File: src/rtl/demosaic_window_ctrl_if.sv
// rtl/demosaic_window_ctrl_if.sv - pixel-side handshake and window-side outputs of demosaic_window_ctrl
//
// Purpose: bundles the raw-pixel input qualifiers and every window-control output
//          so the controller and its neighbours connect through one port.
// Signals:
//   FRAME_START  pulse with pixel (0,0) of a frame, qualified by PIX_VALID
//   PIX_VALID    one raw Bayer pixel presented this cycle
//   LB_WR_EN     shift enable for the 4-line shift-RAM chain
//   WIN_EN       5x5 window valid
//   OUT_ROW      window centre row (11 bits)
//   OUT_COL      window centre column (11 bits)
//   UP_SEL       top-border mirror code (0 none, 1 one line, 2 two lines)
//   DN_SEL       bottom-border mirror code, same encoding
//   BUSY         controller not idle
//   FRAME_DONE   one-cycle pulse after the last window of a frame
//   OVERRUN      sticky protocol-error flag
// Modports: master drives the pixel qualifiers, slave is the controller.

interface demosaic_window_ctrl_if;
  logic        FRAME_START;
  logic        PIX_VALID;
  logic        LB_WR_EN;
  logic        WIN_EN;
  logic [10:0] OUT_ROW;
  logic [10:0] OUT_COL;
  logic [1:0]  UP_SEL;
  logic [1:0]  DN_SEL;
  logic        BUSY;
  logic        FRAME_DONE;
  logic        OVERRUN;

  modport master (
    output FRAME_START,
    output PIX_VALID,
    input  LB_WR_EN,
    input  WIN_EN,
    input  OUT_ROW,
    input  OUT_COL,
    input  UP_SEL,
    input  DN_SEL,
    input  BUSY,
    input  FRAME_DONE,
    input  OVERRUN
  );

  modport slave (
    input  FRAME_START,
    input  PIX_VALID,
    output LB_WR_EN,
    output WIN_EN,
    output OUT_ROW,
    output OUT_COL,
    output UP_SEL,
    output DN_SEL,
    output BUSY,
    output FRAME_DONE,
    output OVERRUN
  );
endinterface

File: src/rtl/demosaic_window_ctrl.sv
// rtl/demosaic_window_ctrl.sv - 5x5 demosaic window sequencer for a 4-line shift-RAM chain
//
// Purpose: counts incoming raw pixels, enables the line-buffer shift, and
//          produces one window-centre coordinate per accepted pixel once two
//          lines are buffered, then flushes the last two centre rows with
//          dummy shifts after the final pixel of the frame.
// Parameters:
//   COLS  pixels per line (>= 4)
//   ROWS  lines per frame (>= 5)
// Ports:
//   INCLK  pixel clock, rising edge
//   RST    asynchronous active-high reset
//   bus    demosaic_window_ctrl_if.slave (pixel qualifiers in, window control out)

module demosaic_window_ctrl #(
  parameter int COLS = 562,
  parameter int ROWS = 788
) (
  input  logic                   INCLK,
  input  logic                   RST,
  demosaic_window_ctrl_if.slave  bus
);

  localparam logic [10:0] COL_LAST  = 11'(COLS - 1);
  localparam logic [10:0] ROW_LAST  = 11'(ROWS - 1);
  localparam logic [10:0] ROW_FLUSH = 11'(ROWS - 2);

  typedef enum logic [1:0] {
    IDLE  = 2'd0,
    FILL  = 2'd1,
    RUN   = 2'd2,
    FLUSH = 2'd3
  } state_t;

  state_t      state_q;
  // In FILL/RUN these hold the coordinate of the next pixel to arrive;
  // in FLUSH they are reused as the centre of the next flush window.
  logic [10:0] in_row_q;
  logic [10:0] in_col_q;

  logic        win_en_q;
  logic [10:0] out_row_q;
  logic [10:0] out_col_q;
  logic [1:0]  up_sel_q;
  logic [1:0]  dn_sel_q;
  logic        frame_done_q;
  logic        done_pend_q;
  logic        overrun_q;

  logic        start;
  logic        accept;
  logic        col_last;
  logic [10:0] col_nxt;
  logic [10:0] row_nxt;
  logic [10:0] win_row_d;
  logic [10:0] win_col_d;
  logic [1:0]  up_sel_d;
  logic [1:0]  dn_sel_d;

  // A frame start restarts the frame from any state.
  assign start  = bus.PIX_VALID & bus.FRAME_START;
  assign accept = start | (bus.PIX_VALID & ((state_q == FILL) | (state_q == RUN)));

  // Gate with RST so the combinational enable is also low during reset,
  // even while the pixel source keeps presenting a frame start.
  assign bus.LB_WR_EN = ~RST & (accept | (state_q == FLUSH));
  assign bus.BUSY     = (state_q != IDLE);

  assign col_last = (in_col_q == COL_LAST);
  assign col_nxt  = col_last ? 11'd0 : in_col_q + 11'd1;
  assign row_nxt  = col_last ? ((in_row_q == ROW_LAST) ? 11'd0 : in_row_q + 11'd1)
                             : in_row_q;

  // The window centre lags the incoming pixel by two lines; during FLUSH the
  // counters already hold the centre directly.
  always_comb begin
    win_row_d = (state_q == FLUSH) ? in_row_q : in_row_q - 11'd2;
    win_col_d = in_col_q;
    up_sel_d  = 2'd0;
    dn_sel_d  = 2'd0;
    if (win_row_d == 11'd0) begin
      up_sel_d = 2'd2;
    end else if (win_row_d == 11'd1) begin
      up_sel_d = 2'd1;
    end
    if (win_row_d == ROW_LAST) begin
      dn_sel_d = 2'd2;
    end else if (win_row_d == ROW_FLUSH) begin
      dn_sel_d = 2'd1;
    end
  end

  always_ff @(posedge INCLK or posedge RST) begin
    if (RST) begin
      state_q      <= IDLE;
      in_row_q     <= 11'd0;
      in_col_q     <= 11'd0;
      win_en_q     <= 1'b0;
      out_row_q    <= 11'd0;
      out_col_q    <= 11'd0;
      up_sel_q     <= 2'd0;
      dn_sel_q     <= 2'd0;
      frame_done_q <= 1'b0;
      done_pend_q  <= 1'b0;
      overrun_q    <= 1'b0;
    end else begin
      win_en_q     <= 1'b0;
      // FRAME_DONE trails the final window by one cycle.
      frame_done_q <= done_pend_q;
      done_pend_q  <= 1'b0;

      if (start) begin
        // The start pixel itself is (0,0); a start outside IDLE aborts the
        // frame in progress and drops whatever windows it still owed.
        if (state_q != IDLE) begin
          overrun_q <= 1'b1;
        end
        state_q  <= FILL;
        in_row_q <= 11'd0;
        in_col_q <= 11'd1;
      end else begin
        case (state_q)
          IDLE: begin
            // Stray pixels before a frame start are silently ignored.
          end

          FILL: begin
            if (bus.PIX_VALID) begin
              in_row_q <= row_nxt;
              in_col_q <= col_nxt;
              // Pixel (2,0) completes the two look-ahead lines, so it
              // already yields the first window (centre (0,0)).
              if (in_row_q == 11'd2) begin
                state_q   <= RUN;
                win_en_q  <= 1'b1;
                out_row_q <= win_row_d;
                out_col_q <= win_col_d;
                up_sel_q  <= up_sel_d;
                dn_sel_q  <= dn_sel_d;
              end
            end
          end

          RUN: begin
            if (bus.PIX_VALID) begin
              win_en_q  <= 1'b1;
              out_row_q <= win_row_d;
              out_col_q <= win_col_d;
              up_sel_q  <= up_sel_d;
              dn_sel_q  <= dn_sel_d;
              if ((in_row_q == ROW_LAST) && col_last) begin
                state_q  <= FLUSH;
                in_row_q <= ROW_FLUSH;
                in_col_q <= 11'd0;
              end else begin
                in_row_q <= row_nxt;
                in_col_q <= col_nxt;
              end
            end
          end

          FLUSH: begin
            // No input is expected while the last two rows drain.
            if (bus.PIX_VALID) begin
              overrun_q <= 1'b1;
            end
            win_en_q  <= 1'b1;
            out_row_q <= win_row_d;
            out_col_q <= win_col_d;
            up_sel_q  <= up_sel_d;
            dn_sel_q  <= dn_sel_d;
            if ((in_row_q == ROW_LAST) && col_last) begin
              state_q     <= IDLE;
              in_row_q    <= 11'd0;
              in_col_q    <= 11'd0;
              done_pend_q <= 1'b1;
            end else begin
              in_row_q <= row_nxt;
              in_col_q <= col_nxt;
            end
          end

          default: begin
            state_q <= IDLE;
          end
        endcase
      end
    end
  end

  assign bus.WIN_EN     = win_en_q;
  assign bus.OUT_ROW    = out_row_q;
  assign bus.OUT_COL    = out_col_q;
  assign bus.UP_SEL     = up_sel_q;
  assign bus.DN_SEL     = dn_sel_q;
  assign bus.FRAME_DONE = frame_done_q;
  assign bus.OVERRUN    = overrun_q;

endmodule
File: src/flat_wrapper.sv
// flat-port wrapper written by rule: the top's interface ports become plain ports
module demosaic_window_ctrl_flat 
#(
  parameter int COLS = 562,
  parameter int ROWS = 788
)
  (INCLK, RST, bus_FRAME_START, bus_PIX_VALID, bus_LB_WR_EN, bus_WIN_EN, bus_OUT_ROW, bus_OUT_COL, bus_UP_SEL, bus_DN_SEL, bus_BUSY, bus_FRAME_DONE, bus_OVERRUN);
  demosaic_window_ctrl_if bus_i ();
  input  logic INCLK;
  input  logic RST;
  input wire logic [$bits(bus_i.FRAME_START)-1:0] bus_FRAME_START;
  input wire logic [$bits(bus_i.PIX_VALID)-1:0] bus_PIX_VALID;
  output wire logic [$bits(bus_i.LB_WR_EN)-1:0] bus_LB_WR_EN;
  output wire logic [$bits(bus_i.WIN_EN)-1:0] bus_WIN_EN;
  output wire logic [$bits(bus_i.OUT_ROW)-1:0] bus_OUT_ROW;
  output wire logic [$bits(bus_i.OUT_COL)-1:0] bus_OUT_COL;
  output wire logic [$bits(bus_i.UP_SEL)-1:0] bus_UP_SEL;
  output wire logic [$bits(bus_i.DN_SEL)-1:0] bus_DN_SEL;
  output wire logic [$bits(bus_i.BUSY)-1:0] bus_BUSY;
  output wire logic [$bits(bus_i.FRAME_DONE)-1:0] bus_FRAME_DONE;
  output wire logic [$bits(bus_i.OVERRUN)-1:0] bus_OVERRUN;
  assign bus_i.FRAME_START = bus_FRAME_START;
  assign bus_i.PIX_VALID = bus_PIX_VALID;
  assign bus_LB_WR_EN = bus_i.LB_WR_EN;
  assign bus_WIN_EN = bus_i.WIN_EN;
  assign bus_OUT_ROW = bus_i.OUT_ROW;
  assign bus_OUT_COL = bus_i.OUT_COL;
  assign bus_UP_SEL = bus_i.UP_SEL;
  assign bus_DN_SEL = bus_i.DN_SEL;
  assign bus_BUSY = bus_i.BUSY;
  assign bus_FRAME_DONE = bus_i.FRAME_DONE;
  assign bus_OVERRUN = bus_i.OVERRUN;
  demosaic_window_ctrl #(.COLS(COLS), .ROWS(ROWS)) u_core (.INCLK(INCLK), .RST(RST), .bus(bus_i));
endmodule
File: config.mk
export PLATFORM = sky130hd
export DESIGN_NAME = demosaic_window_ctrl_flat
export DESIGN_NICKNAME = d
export VERILOG_FILES = /design/src/rtl/demosaic_window_ctrl_if.sv /design/src/rtl/demosaic_window_ctrl.sv /design/src/flat_wrapper.sv
export SDC_FILE = /design/constraint.sdc
export NUM_CORES = 1
export LEC_CHECK = 0
export ABC_CLOCK_PERIOD_IN_PS = 7910
export BUFFER_PORTS_ARGS = -buffer_cell sky130_fd_sc_hd__buf_2
export CAP_MARGIN = 20
export CORE_ASPECT_RATIO = 1.75
export CORE_MARGIN = 4
export CORE_UTILIZATION = 44
export DETAILED_ROUTE_END_ITERATION = 10
export HOLD_SLACK_MARGIN = 0.08
export SLEW_MARGIN = 40
export SYNTH_ARGS = -nofsm -noshare
export SYNTH_HDL_FRONTEND = slang
export SYNTH_SLANG_ARGS = --single-unit
File: constraint.sdc
create_clock -name INCLK -period 7.91 [get_ports INCLK]
set_input_delay 0.791 -clock INCLK [delete_from_list [all_inputs] [get_ports INCLK]]
set_output_delay 0.791 -clock INCLK [all_outputs]
set_load 0.02 [all_outputs]
# --- Yosys cells after proc, flatten, opt, wreduce, memory -nomap -nowiden ---
# Index checks and enable logic that the tools add are counted.
classes:
  addsub: 3
  n_eq_ne: 18
  n_mux: 54
  bitwise: 8
  n_reduce_logical: 11
op_table:
  columns: ["cell", "count"]
  rows:
  - ["2-to-1 mux 11 bit", 19]
  - ["case mux 11 bit (3 select lines)", 4]
  - ["equality test 11 x 10 -> 1 bit (second input constant)", 4]
  - ["2-to-1 mux 2 bit", 14]
  - ["adder 11 x 1 -> 11 bit (second input constant)", 2]
  - ["case mux 2 bit (3 select lines)", 3]
  - ["inequality test 3 x 2 -> 1 bit (second input constant)", 5]
  - ["2-to-1 mux 1 bit", 13]
  - ["equality test 11 x 1 -> 1 bit (second input constant)", 1]
  - ["equality test 11 x 2 -> 1 bit (second input constant)", 1]
  - ["logical NOT 11 bit", 1]
  - ["subtractor 11 x 2 -> 11 bit (second input constant)", 1]
  - ["inequality test 2 bit (second input constant)", 4]
  - ["AND reduction 3 bit", 2]
  - ["AND reduction 6 bit", 1]
  - ["nonzero test 2 bit", 3]
  - ["AND reduction 5 bit", 1]
  - ["equality test 2 bit (second input constant)", 2]
  - ["nonzero test 4 bit", 1]
  - ["AND 1 bit", 3]
  - ["OR 1 bit", 3]
  - ["case mux 1 bit (3 select lines)", 1]
  - ["nonzero test 3 bit", 1]
  - ["equality test 2 x 1 -> 1 bit (second input constant)", 1]
  - ["other kinds (2)", 3]
word_totals:
  regBits: 54
  input_bits: 4
  out_inout_bits: 31
  word_cells: 105

# --- Depth between registers and ports, before layout ---
depth:
  depth_word: 8
  depth_mapped: 9
  depth_no_buf: 7

# --- Worst setup path after synthesis ---
# No wires, ideal clock.
synth_path:
  path_type: "flip-flop to flip-flop"
  from: "reg u_core.in_row_q[2]"
  to: "reg u_core.up_sel_q[1] (netlist: u_core.bus.UP_SEL[1])"
  setup_ns: 0.110
  t_arrival_ns: 2.487
  t_required_ns: 7.800
  slack_ns: 5.313
  stages_incl_launch_ff: 10
  path_buffers: 2
  period_less_slack_ns: 2.597
  path_cell_list: "dfrtp_1 -> clkbuf_1 -> inv_1 -> ha_1 -> nand2b_1 -> clkbuf_1 -> a21oi_1 -> o32a_1 -> or4_1 -> o41ai_1"
synth_between:
  elab_chain_len: 7
  elab_cells_between_ends: 11
  classes_between: "1 x add/sub; 2 x eq/ne; 6 x mux; 2 x reduce/logical"
synth_lines:
  columns: ["element", "line_no", "text"]
  rows:
  - ["start, declared", "demosaic_window_ctrl.sv:38", "logic [10:0] in_row_q;"]
  - ["start signal, assigned", "demosaic_window_ctrl.sv:129", "in_row_q <= row_nxt;"]
  - ["start signal, assigned", "demosaic_window_ctrl.sv:156", "in_row_q <= row_nxt;"]
  - ["start signal, assigned", "demosaic_window_ctrl.sv:178", "in_row_q <= row_nxt;"]
  - ["subtractor 11 x 2 -> 11 bit", "demosaic_window_ctrl.sv:77", "win_row_d = (state_q == FLUSH) ? in_row_q : in_row_q - 11'd2;"]
  - ["2-to-1 mux 11 bit", "demosaic_window_ctrl.sv:77", null]
  - ["logical NOT 11 bit", "demosaic_window_ctrl.sv:81", "if (win_row_d == 11'd0) begin"]
  - ["2-to-1 mux 2 bit", "demosaic_window_ctrl.sv:81", null]
  - ["2-to-1 mux 2 bit", "demosaic_window_ctrl.sv:133", "if (in_row_q == 11'd2) begin"]
  - ["2-to-1 mux 2 bit", "demosaic_window_ctrl.sv:128", "if (bus.PIX_VALID) begin"]
  - ["case mux 2 bit (3 select lines)", "demosaic_window_ctrl.sv:122", "case (state_q)"]
  - ["end signal, assigned", "demosaic_window_ctrl.sv:138", "up_sel_q <= up_sel_d;"]
  - ["end signal, assigned", "demosaic_window_ctrl.sv:149", "up_sel_q <= up_sel_d;"]
  - ["end signal, assigned", "demosaic_window_ctrl.sv:170", "up_sel_q <= up_sel_d;"]
  - ["end, declared", "demosaic_window_ctrl.sv:44", "logic [1:0] up_sel_q;"]
# Several ways; a longest one is shown, not always the timed one. The select of a mux whose other input is x is not followed.
# A chain may end at the register's enable or synchronous reset.

# --- Worst setup path in the final report ---
layout_path:
  from: "reg u_core.in_row_q[0]"
  to: "reg u_core.dn_sel_q[0] (netlist: u_core.bus.DN_SEL[0])"
layout_between:
  elab_chain_len: 8
  elab_cells_between_ends: 13
  classes_between: "1 x add/sub; 4 x eq/ne; 7 x mux; 1 x reduce/logical"
layout_lines:
  columns: ["element", "line_no", "text"]
  rows:
  - ["subtractor 11 x 2 -> 11 bit", "demosaic_window_ctrl.sv:77", null]
  - ["2-to-1 mux 11 bit", "demosaic_window_ctrl.sv:77", null]
  - ["equality test 11 x 10 -> 1 bit", "demosaic_window_ctrl.sv:88", "end else if (win_row_d == ROW_FLUSH) begin"]
  - ["2-to-1 mux 1 bit", "demosaic_window_ctrl.sv:88", null]
  - ["2-to-1 mux 2 bit", "demosaic_window_ctrl.sv:86", "if (win_row_d == ROW_LAST) begin"]
  - ["2-to-1 mux 2 bit", "demosaic_window_ctrl.sv:133", null]
  - ["2-to-1 mux 2 bit", "demosaic_window_ctrl.sv:128", null]
  - ["case mux 2 bit (3 select lines)", "demosaic_window_ctrl.sv:122", null]
  - ["end signal, assigned", "demosaic_window_ctrl.sv:139", "dn_sel_q <= dn_sel_d;"]
  - ["end signal, assigned", "demosaic_window_ctrl.sv:150", "dn_sel_q <= dn_sel_d;"]
  - ["end signal, assigned", "demosaic_window_ctrl.sv:171", "dn_sel_q <= dn_sel_d;"]
  - ["end, declared", "demosaic_window_ctrl.sv:45", "logic [1:0] dn_sel_q;"]
# Several ways; a longest one is shown, not always the timed one. The select of a mux whose other input is x is not followed.

==> flow_metrics.env <==
export IMPL_cts_root_buf="clkbuf_16"
export IMPL_switching_share_pct=41.2
export IMPL_finalCriticalPeriod_ns=2.94
export IMPL_holdPathEnd="u_core.bus.FRAME_DONE"
export IMPL_first_iter_violations=145
export IMPL_synth_cells=333
export IMPL_hold_buffers=0
export IMPL_ys_flop_type="dfrtp_1"
export IMPL_synth_top_family_by_area="simple AND/OR/NAND/NOR gates"
export IMPL_start_kind="flop"
export IMPL_cts_tree="done"
export IMPL_rows=39
export IMPL_status="complete, no violations"
export IMPL_clk_pin_slew_worst_paths_ns=0.07
export IMPL_synth_fp_nets=349
export IMPL_p_seq_share_pct=37.3
export IMPL_yosysTopAreaCellShare_pct=45.0
export IMPL_cts_buffer_depth=2
export IMPL_yosys_area_top_type="dfrtp_1"
export IMPL_synthXorXnorAreaFrac_pct=6.13
export IMPL_synth_area_um2=3000
export IMPL_ys_seq_elements=54
export IMPL_h_tree_depth=2
export IMPL_n_fill_cell=640
export IMPL_muxShareOfSynthArea_pct=1.08
export IMPL_slew_headroom_pct=55.4
export IMPL_gp_congestion=0.856
export IMPL_powerDensity_nw_per_um2=304
export IMPL_skew_ns=0.00463
export IMPL_ir_drop_mv=0.130
export IMPL_worstReg2RegEnd="u_core.bus.DN_SEL[0]"
export IMPL_p_int_uw=601
export IMPL_grtUsageTotal_pct=18.6
export IMPL_synth_cell_type_count=49
export IMPL_synth_edf_count=0
export IMPL_cts_resized=0
export IMPL_worst_pin_slew_ns=0.669
export IMPL_crit_type="flop to flop"
export IMPL_r2r_start="u_core.in_row_q[0]"
export IMPL_layout_commonest_cell="nand2_1"
export IMPL_layout_common_cells="60 x nand2_1, 54 x dfrtp_1, 34 x buf_2"
export IMPL_p_leak_uw=0.00159
export IMPL_grt_pass1_vias=2365
export IMPL_antenna_found_initial=0
export IMPL_io_pin_count=35
export IMPL_r2r_slack_ns=4.97
export IMPL_clock_sinks=54
export IMPL_rsz0062_at_grt="no"
export IMPL_dieArea_um2=8260
export IMPL_yosysWarnings=0
export IMPL_fin_area_um2=3360
export IMPL_worstPathArrival_ns=3.14
export IMPL_worst_hold_path_type="flop to flop"
export IMPL_core_region_area_um2=6590
export IMPL_clk_latency_ns=0.29
export IMPL_grt_pass1_wl_mm=12.0
export IMPL_power_switching_uw=420
export IMPL_grt_ovfl_total=0
export IMPL_hp_start="u_core.done_pend_q"
export IMPL_hpwl_mm=5.24
export IMPL_via_count=2482
export IMPL_cp_startpoint="u_core.in_row_q[0]"
export IMPL_synth_compound_gate_area_share_pct=15.1
export IMPL_clockPowerShare_pct=22.1
export IMPL_synth_fa_ha_area_share_pct=5.00
export IMPL_portBuffers=34
export IMPL_viasPerCell=5.63
export IMPL_wl_per_cell_um=16.5
export IMPL_finalNetCount=374
export IMPL_wl_mm=7.26
export IMPL_whs_path_depth=0
export IMPL_maxSlewViolCount=0
export IMPL_synth_area_leaders="dfrtp_1 45%, nand2_1 7.5%, ha_1 5.0%"
export IMPL_numCtsBuffers=5
export IMPL_yosys_area_share_simple_pct=23.4
export IMPL_ff2ff_path_depth=7
export IMPL_grt_max_degree=55
export IMPL_placed_area_um2=3210
export IMPL_endpoint_kind="flop"
export IMPL_synth_avg_cell_area_um2=9.01
export IMPL_post_cts_setup_buffers=0
export IMPL_drt_pass1_iter_count=4
export IMPL_insertedDiodeCount=0
export IMPL_syn_to_final_growth_pct=12.1
export IMPL_dieWidth_um=70.4
export IMPL_combinationalPowerShare_pct=40.6
export IMPL_fmax_mhz=340
export IMPL_min_period_over_period_pct=37.2
export IMPL_worstPathRequired_ns=8.11
export IMPL_setup_violations=0
export IMPL_drive_above_1_share_pct=15.9
export IMPL_hold_viol=0
export IMPL_start_util_pct=45.5
export IMPL_setup_tns_ns=0
export IMPL_drc=0
export IMPL_yosysSeqAreaShare_pct=45.0
export IMPL_fp_dieH_um=117
export IMPL_ant_nets=0
export IMPL_critPathMaxFanout=15
export IMPL_async_flop_share_pct=100
export IMPL_drv_cap=0
-- synthesized netlist by cell type, drive strengths merged, types with 4 or more instances --
library cell / n
nor2: 30
nand4: 7
o21ai: 20
o31ai: 5
inv: 13
or3: 8
a21oi: 12
or4: 4
o211ai: 5
nand3: 9
ha: 12
nor4: 4
clkbuf: 11
buf: 7
nand2: 60
o41ai: 4
nor3: 8
xnor2: 14
xor2: 7
dfrtp: 54
-- registers in the layout, indices dropped and copies added, names as in the netlist --
register and flops:
u_core.in_row_q 11, u_core.bus.WIN_EN 1, u_core.state_q 2, u_core.bus.UP_SEL 2, u_core.bus.DN_SEL 2, u_core.bus.OVERRUN 1
u_core.in_col_q 11, u_core.bus.FRAME_DONE 1, u_core.bus.OUT_ROW 11, u_core.bus.OUT_COL 11, u_core.done_pend_q 1
-- through the flow --
stage	std cells	setup WS [ns]	total power, uW	utilization [%]	hold WS, ns
after global routing	441	4.68	1100	51.0	0.375
after global placement	433	5.01	795	48.7	0.334
final	441	4.97	1020	51.0	0.361
after detailed placement	433	4.99	804	48.7	0.351
after CTS	441	4.97	1030	51.0	0.367
after floorplan	333	5.31	684	-	0.331
-- layout make-up --
type	instances	area, um^2	share of cell area, %
inverter	13	48.8	1.45
clock buffer	6	139	4.13
tap	82	103	3.05
sequential	54	1350	40.2
clock inverter	2	12.5	0.372
timing repair buffer	36	185	5.51
multi-input combinational	248	1520	45.3
-- routing by layer --
layer | track usage [%] | part of all wire [%]
met5 | 0 | 0
met3 | 2.99 | 4.2
met2 | 33.5 | 54
met4 | 8.82 | 2.0
met1 | 21.4 | 40
-- kinds of logic after synthesis --
logic type | Yosys count
AOI/OAI and AO/OA | 66
DFF | 54
muxes | 3
xor gates and xnor gates | 21
buffers and inverters | 31
and+or+nand+nor | 146
adders and majority gates | 12
-- how the worst max path moves through the flow --
stage                           endpoint  slack, ns  depth (start not counted)
floorplan           u_core.bus.UP_SEL[1]       5.31                          9
global placement    u_core.bus.DN_SEL[0]       5.01                          7
detailed placement  u_core.bus.DN_SEL[0]       4.99                          7
CTS                 u_core.bus.DN_SEL[0]       4.97                          7
global route        u_core.bus.DN_SEL[0]       4.68                          7
finish              u_core.bus.DN_SEL[0]       4.97                          7
-- critical path, cell delays in order, from the launching register on --
cell,delay (ns)
dfrtp_1,0.47
inv_1,0.16
ha_1,0.16
or4b_2,0.62
o31ai_1,0.39
o211a_1,0.60
o211ai_1,0.21
o31ai_1,0.23
-- power by group through the flow --
stage               Sequential, uW  Combinational (uW)  Clock, uW
finish                         381                 415        225
global route                   389                 463        246
CTS                            381                 419        235
detailed placement             386                 417          0
global placement               383                 412          0
floorplan                      423                 260          0
No activity file was read; power rests on OpenSTA's default activity.
